`src/rtl/fht_unload.sv`:
```
// FHT result read-out engine: walks the four result banks of one bank set in natural
// point order and streams the samples out on a valid/ready port with index and last tags.
module fht_unload #(
    parameter int A_BIT      = 8,
    parameter int D_BIT      = 16,
    parameter int RD_LAT     = 2,
    parameter int FIFO_DEPTH = 4
) (
    input  logic               iCLK,
    input  logic               iRESET,
    input  logic               iSTART,
    input  logic               iSOURCE,
    output logic               oSOURCE,
    output logic               oRD_EN,
    output logic [A_BIT-1:0]   oADDR_RD,
    input  logic [D_BIT-1:0]   iRDATA_0,
    input  logic [D_BIT-1:0]   iRDATA_1,
    input  logic [D_BIT-1:0]   iRDATA_2,
    input  logic [D_BIT-1:0]   iRDATA_3,
    output logic [D_BIT-1:0]   oDATA,
    output logic               oVALID,
    input  logic               iREADY,
    output logic [A_BIT+1:0]   oINDEX,
    output logic               oLAST,
    output logic               oBUSY,
    output logic               oDONE
);

    localparam int K_BIT = A_BIT + 2;
    localparam logic [K_BIT-1:0] K_LAST = '1;
    localparam int PW    = (FIFO_DEPTH > 1) ? $clog2(FIFO_DEPTH) : 1;
    localparam int CNT_W = $clog2(FIFO_DEPTH + 1);
    localparam int IW    = $clog2(RD_LAT + 1);
    localparam int CW    = ((CNT_W > IW) ? CNT_W : IW) + 1;
    localparam logic [PW-1:0] PTR_LAST = PW'(FIFO_DEPTH - 1);

    typedef enum logic [1:0] {
        S_IDLE  = 2'd0,
        S_READ  = 2'd1,
        S_DRAIN = 2'd2,
        S_DONE  = 2'd3
    } state_t;

    state_t              state_reg, state_next;
    logic                src_reg, src_next;
    logic [K_BIT-1:0]    rd_idx_reg, rd_idx_next;
    logic [K_BIT-1:0]    beat_cnt_reg, beat_cnt_next;
    logic                issue;
    logic                credit_ok;

    logic [RD_LAT-1:0]              stage_vld;
    logic [RD_LAT-1:0][K_BIT-1:0]   stage_k;
    logic [IW-1:0]                  inflight;

    logic                exit_vld;
    logic [K_BIT-1:0]    exit_k;
    logic [D_BIT-1:0]    exit_data;

    logic [D_BIT-1:0]    fifo_data_reg [FIFO_DEPTH];
    logic [K_BIT-1:0]    fifo_k_reg    [FIFO_DEPTH];
    logic                fifo_last_reg [FIFO_DEPTH];
    logic [PW-1:0]       wr_ptr_reg, rd_ptr_reg;
    logic [CNT_W-1:0]    fifo_cnt_reg, fifo_cnt_next;
    logic                push, pop;

    function automatic logic [PW-1:0] ptr_inc(input logic [PW-1:0] p);
        return (p == PTR_LAST) ? '0 : p + 1'b1;
    endfunction

    // Read pipeline: one register stage per cycle of bank RAM latency, tracking which
    // point each in-flight read belongs to.
    generate
        for (genvar gi = 0; gi < RD_LAT; gi++) begin : g_rd_pipe
            logic               vld_in;
            logic [K_BIT-1:0]   k_in;
            logic               vld_reg;
            logic [K_BIT-1:0]   k_reg;

            if (gi == 0) begin : g_first
                assign vld_in = issue;
                assign k_in   = rd_idx_reg;
            end else begin : g_next
                assign vld_in = stage_vld[gi-1];
                assign k_in   = stage_k[gi-1];
            end

            always_ff @(posedge iCLK or negedge iRESET) begin
                if (!iRESET) begin
                    vld_reg <= 1'b0;
                    k_reg   <= '0;
                end else begin
                    vld_reg <= vld_in;
                    k_reg   <= k_in;
                end
            end

            assign stage_vld[gi] = vld_reg;
            assign stage_k[gi]   = k_reg;
        end
    endgenerate

    always_comb begin
        inflight = '0;
        for (int i = 0; i < RD_LAT; i++) begin
            inflight = inflight + IW'(stage_vld[i]);
        end
    end

    assign exit_vld = stage_vld[RD_LAT-1];
    assign exit_k   = stage_k[RD_LAT-1];

    // Point k lives in bank k[1:0], so the low index bits select the returning bank.
    always_comb begin
        exit_data = iRDATA_0;
        case (exit_k[1:0])
            2'd0:    exit_data = iRDATA_0;
            2'd1:    exit_data = iRDATA_1;
            2'd2:    exit_data = iRDATA_2;
            default: exit_data = iRDATA_3;
        endcase
    end

    // Credit check counts everything already committed to the FIFO (in flight or stored);
    // a same-cycle pop is deliberately not credited, so overflow cannot occur.
    assign credit_ok = (CW'(inflight) + CW'(fifo_cnt_reg)) < CW'(FIFO_DEPTH);

    assign oVALID = (fifo_cnt_reg != '0);
    assign push   = exit_vld;
    assign pop    = oVALID & iREADY;

    always_comb begin
        fifo_cnt_next = fifo_cnt_reg;
        case ({push, pop})
            2'b10:   fifo_cnt_next = fifo_cnt_reg + 1'b1;
            2'b01:   fifo_cnt_next = fifo_cnt_reg - 1'b1;
            default: fifo_cnt_next = fifo_cnt_reg;
        endcase
    end

    always_ff @(posedge iCLK or negedge iRESET) begin
        if (!iRESET) begin
            for (int i = 0; i < FIFO_DEPTH; i++) begin
                fifo_data_reg[i] <= '0;
                fifo_k_reg[i]    <= '0;
                fifo_last_reg[i] <= 1'b0;
            end
            wr_ptr_reg   <= '0;
            rd_ptr_reg   <= '0;
            fifo_cnt_reg <= '0;
        end else begin
            if (push) begin
                fifo_data_reg[wr_ptr_reg] <= exit_data;
                fifo_k_reg[wr_ptr_reg]    <= exit_k;
                fifo_last_reg[wr_ptr_reg] <= (exit_k == K_LAST);
                wr_ptr_reg                <= ptr_inc(wr_ptr_reg);
            end
            if (pop) begin
                rd_ptr_reg <= ptr_inc(rd_ptr_reg);
            end
            fifo_cnt_reg <= fifo_cnt_next;
        end
    end

    // Output beat comes straight from the head register, so it holds while stalled.
    assign oDATA  = fifo_data_reg[rd_ptr_reg];
    assign oINDEX = fifo_k_reg[rd_ptr_reg];
    assign oLAST  = fifo_last_reg[rd_ptr_reg];

    always_ff @(posedge iCLK or negedge iRESET) begin
        if (!iRESET) begin
            state_reg    <= S_IDLE;
            src_reg      <= 1'b0;
            rd_idx_reg   <= '0;
            beat_cnt_reg <= '0;
        end else begin
            state_reg    <= state_next;
            src_reg      <= src_next;
            rd_idx_reg   <= rd_idx_next;
            beat_cnt_reg <= beat_cnt_next;
        end
    end

    always_comb begin
        state_next    = state_reg;
        src_next      = src_reg;
        rd_idx_next   = rd_idx_reg;
        beat_cnt_next = pop ? beat_cnt_reg + 1'b1 : beat_cnt_reg;
        issue         = 1'b0;
        case (state_reg)
            S_IDLE: begin
                if (iSTART) begin
                    src_next      = iSOURCE;
                    rd_idx_next   = '0;
                    beat_cnt_next = '0;
                    state_next    = S_READ;
                end
            end
            S_READ: begin
                if (credit_ok) begin
                    issue = 1'b1;
                    if (rd_idx_reg == K_LAST) begin
                        state_next = S_DRAIN;
                    end else begin
                        rd_idx_next = rd_idx_reg + 1'b1;
                    end
                end
            end
            S_DRAIN: begin
                // Leave as soon as the final beat is taken; by then nothing else is queued.
                if (inflight == '0 && fifo_cnt_reg == CNT_W'(1) && pop &&
                    beat_cnt_reg == K_LAST) begin
                    state_next = S_DONE;
                end
            end
            default: begin
                state_next = S_IDLE;
            end
        endcase
    end

    assign oSOURCE  = src_reg;
    assign oRD_EN   = issue;
    assign oADDR_RD = issue ? rd_idx_reg[K_BIT-1:2] : '0;
    assign oBUSY    = (state_reg == S_READ) || (state_reg == S_DRAIN);
    assign oDONE    = (state_reg == S_DONE);

endmodule

```
`config.mk`:
```
export PLATFORM = sky130hd
export DESIGN_NAME = fht_unload
export DESIGN_NICKNAME = d
export VERILOG_FILES = /design/src/rtl/fht_unload.sv
export SDC_FILE = /design/constraint.sdc
export NUM_CORES = 1
export LEC_CHECK = 0
export ABC_AREA = 1
export CAP_MARGIN = 0
export CORE_AREA = 2 2 151 153
export CTS_BUF_LIST = sky130_fd_sc_hd__clkbuf_8 sky130_fd_sc_hd__clkbuf_16
export CTS_CLUSTER_DIAMETER = 100
export CTS_CLUSTER_SIZE = 12
export DETAILED_ROUTE_END_ITERATION = 6
export DIE_AREA = 0 0 153 155
export PLACE_DENSITY_LB_ADDON = 0.2
export SETUP_SLACK_MARGIN = 0.3
export SYNTH_ARGS = -nofsm -noshare
export SYNTH_HDL_FRONTEND = slang
export SYNTH_SLANG_ARGS = --single-unit
```
`constraint.sdc`:
```
create_clock -name iCLK -period 2.7 [get_ports iCLK]
set_clock_uncertainty 0.05 [all_clocks]
set_input_delay 0.54 -clock iCLK [delete_from_list [all_inputs] [get_ports iCLK]]
set_output_delay 0.54 -clock iCLK [all_outputs]
set_load 0.01 [all_outputs]
```
==> metrics.md, run 1 <==
| Metric | Value |
|---|---|
| Final Hold Viols | `0` |
| Slew Limit Headroom | `57.2%` |
| Initial Utilization | `34.5%` |
| Vias in the first global route | `6479` |
| Pin count of the biggest net entering global routing | `60` |
| Xor and xnor area share after synthesis | `less than 1%` |
| Die span in y | `between 150 and 200 µm` |
| Inserted Diodes | `0` |
| Worst-Skew Late Latency | `430 ps` |
| Leakage dissipation | `4.56 nW` |
| Post-Syn Nets | `1020` |
| Cts bufs inserted | `17` |
| Outcome | `finished clean` |
| PwrDens | `1110 mW/mm²` |
| Pre-CTS WS | `about 130 ps` |
| Seq/Total Area, Yosys | `a little over half` |
| Mux contribution to synthesized area | `0%` |
| Row count | `55` |
| CTS Buffer Depth | `2` |
| I/O Pins | `109` |
| Achievable Freq | `415 MHz` |
| Post-synth cell types | `34` |
| Fillers | `2232` |
| Min cycle time layout | `2410 ps` |
| Avg WL per Cell | `approximately 17 µm` |
| GR Util All Layers | `a little under a fifth` |
| Max reg flops | `64` |
| CTS H-Tree Depth | `4` |
| Final WS setup | `289 ps` |
| Cell count after synthesis | `931` |
| CTS Hold Bufs | `0` |
| Routed wire length | `22300 µm` |
| WS Path Type | `reg -> out` |
| Final GP Congestion | `between 0.7 and 0.8` |
| Area growth syn-to-layout | `28.9%` |
| Clock root buffer | `clkbuf_16` |
| Core ar. | `0.0222 mm²` |
| Max IR drop VDD | `just under 0.8 mV` |
| Global-route wire length before repair | `35500 µm` |
| Yosys warns | `0` |
| Die area | `about 0.024 mm²` |
| DR pass1 iterations | `5` |
| Worst Path Required | `2110 ps` |
| PortBufs | `108` |
| Crit-path cells | `clkinvlp_4, buf_12, o21ai_0, o22ai_2, dlygate4sd2_1` |
| Routed via count | `about 6800` |
| FF+latch count, synth | `160` |
| Seq. cell area | `about 0.0040 mm²` |
| DRT iter0 DRCs | `between 400 and 500` |
| Final layout net count | `1138` |
| Final Max Tran Viols | `0` |
| Met2 Use GR | `~31%` |
| Largest family of logic cells by synthesized area | `simple AND/OR/NAND/NOR gates` |
| Area of the multi-input gates | `0.00334 mm²` |
| Max-Cap Viols | `0` |
| Reg clk slew, reported paths | `around 60 ps` |
| Synth Area in Compound Gates | `14.1%` |
| Final setup viols | `0` |
| Critical Path AT | `1820 ps` |
| Clock sink count | `160` |
| Initial antenna violation count | `0` |
| Min-Delay Path Class | `in -> async` |
| Grt ovf | `0` |
| Busiest layer in global routing | `met2` |
| Post-Synth Simple-Gate Area | `24.5%` |
| Crit path max fanout | `10` |
| Die X-Extent | `153 µm` |
| RSZ-0062 raised after global routing | `true` |
| Setup TNS | `0 ps` |
| GR Layer Usage met3 | `under 10%` |
| Finished Layout Cells | `~1300` |
| CP endpoint kind | `output port` |
| CTS tree | `yes` |
| Share of cells above drive strength 1 | `between 10% and 20%` |
| Placed insts | `between 1000 and 1500` |
| Routed Antenna Nets | `0` |
| Worst-Margin Slew | `roughly 640 ps` |
| Crit path buf inv count | `3` |
| # DRC | `0` |
| CP max stage cell | `dfrtp_2` |
| Slowest stage delay, CP | `430 ps` |
| Netlist Area Pre-Place | `0.00767 mm²` |
| Setup crit start kind | `flip-flop` |
| Delay-heaviest family, CP | `buffers and inverters` |
| Hold Slack | `between 20 and 30 ps` |
| DR vias/cell | `5.02` |
| GR met1 Demand/Resource | `26.0%` |
| Synth Area in Adders | `3.26%` |
| Final HPWL DP | `around 14000 µm` |
| Fin crit share | `89.3%` |
| Synth Area per Inst | `8.23 µm²` |
-- repair_timing --
action,in CTS,in global routing
setup endpoints to repair,38,32
hold endpoints to repair,0,0
resized for setup,87,42
pin swaps,7,7
setup buffers,5,3
cloned,1,3
-- cell usage in the layout, fill, tap and decap left out, types with 6 or more instances in the layout --
cell type | Yosys | final
nand2_1 | 238 | 237
dfrtp_1 | 160 | 156
o21ai_0 | 136 | 135
nand3_1 | 86 | 85
nor2_1 | 88 | 78
clkdlybuf4s50_1 | 0 | 70
inv_1 | 47 | 45
buf_4 | 1 | 27
o22ai_1 | 27 | 25
clkbuf_16 | 0 | 19
o21ai_1 | 18 | 18
ha_1 | 20 | 17
a21oi_1 | 15 | 15
dlygate4sd2_1 | 0 | 12
nor2_2 | 2 | 11
buf_2 | 10 | 10
clkbuf_2 | 0 | 8
or2_2 | 7 | 7
buf_6 | 0 | 6
clkdlybuf4s15_1 | 0 | 6
-- where the power goes --
part	switching, W	internal, W	total, W
logic	0.00296	0.00199	0.00495
registers	0.000539	0.00317	0.00371
clock network	0.00104	0.00131	0.00234
-- per-layer routing --
metal	wire length, µm	vias up
met5	0	-
met4	308	0
met3	1070	25
met2	10600	191
met1	10300	3214
li1	-	3326
-- synth_stat cells --
master / instances / area (µm²)
buf_4: 1 / 7.51
clkbuf_1: 33 / 124
inv_1: 47 / 176
nand2_1: 238 / 893
o21ai_1: 18 / 90.1
nor3_1: 2 / 10.0
buf_2: 10 / 50.1
ha_1: 20 / 250
xnor2_1: 3 / 26.3
or2_2: 7 / 43.8
a21oi_2: 3 / 26.3
and3_1: 1 / 6.26
clkinv_1: 1 / 3.75
o21ai_2: 4 / 35.0
nand3_1: 86 / 430
or2_1: 5 / 31.3
o21ai_0: 136 / 681
a21oi_1: 15 / 75.1
o22ai_1: 27 / 169
buf_12: 1 / 20.0
dfrtp_1: 160 / 4000
xor2_1: 2 / 17.5
inv_2: 3 / 11.3
nor2_2: 2 / 12.5
nand2_4: 2 / 22.5
nand3b_1: 1 / 7.51
a211oi_1: 1 / 7.51
nor2_1: 88 / 330
nand4_1: 4 / 25.0
nand3b_4: 1 / 20.0
buf_1: 3 / 11.3
nor2_4: 2 / 22.5
nand2_2: 2 / 12.5
nor4_1: 2 / 12.5
-- final cells by class --
class                      count  share of cell area, %
tap                          285                   3.61
multi-input combinational    672                   33.8
clock buffer                  18                   4.45
inverter                      51                   2.03
sequential                   160                   40.6
clock inverter                14                   1.33
timing repair buffer         147                   14.2
-- final timing paths --
check / from / endpoint / slack, ps / cells after the start
max: rd_ptr_reg[1] / oINDEX[1] / 290 / 5
min: iRESET / fifo_data_reg[10] / 30 / 1
max reg2reg: exit_k[0] / fifo_data_reg[45] / 600 / 4
min reg2reg: g_rd_pipe[0].k_reg[1] / exit_k[1] / 300 / 0
max in group asynchronous: iRESET / fifo_data_reg[4] / 1820 / 2
min in group iCLK: g_rd_pipe[0].k_reg[1] / exit_k[1] / 300 / 0
-- metrics by stage --
step                total power (W)  utilization [%]  area (µm²)
floorplan                   0.00649                -        7670
global placement            0.00848             41.1        9150
detailed placement          0.00851             41.1        9150
CTS                          0.0109             43.9        9770
global route                 0.0119             44.4        9880
finish                       0.0110             44.4        9880
-- cell families after synthesis --
group,Yosys count
AOI/OAI and AO/OA,204
and+or+nand+nor,443
buffers and inverters,99
xor gates and xnor gates,5
DFF,160
adders and majority gates,20
Note: power is estimated with default switching activity, not from simulation.
==> run 2: changes to the inputs <==
- CAP_MARGIN: 0 -> default
==> results of run 2 <==
The final DEF is identical to that of run 1; final timing and power are the same.
==> run 3: changes to the inputs <==
- CAP_MARGIN: default -> 20
==> results of run 3 <==
The final DEF is identical to that of run 1; final timing and power are the same.
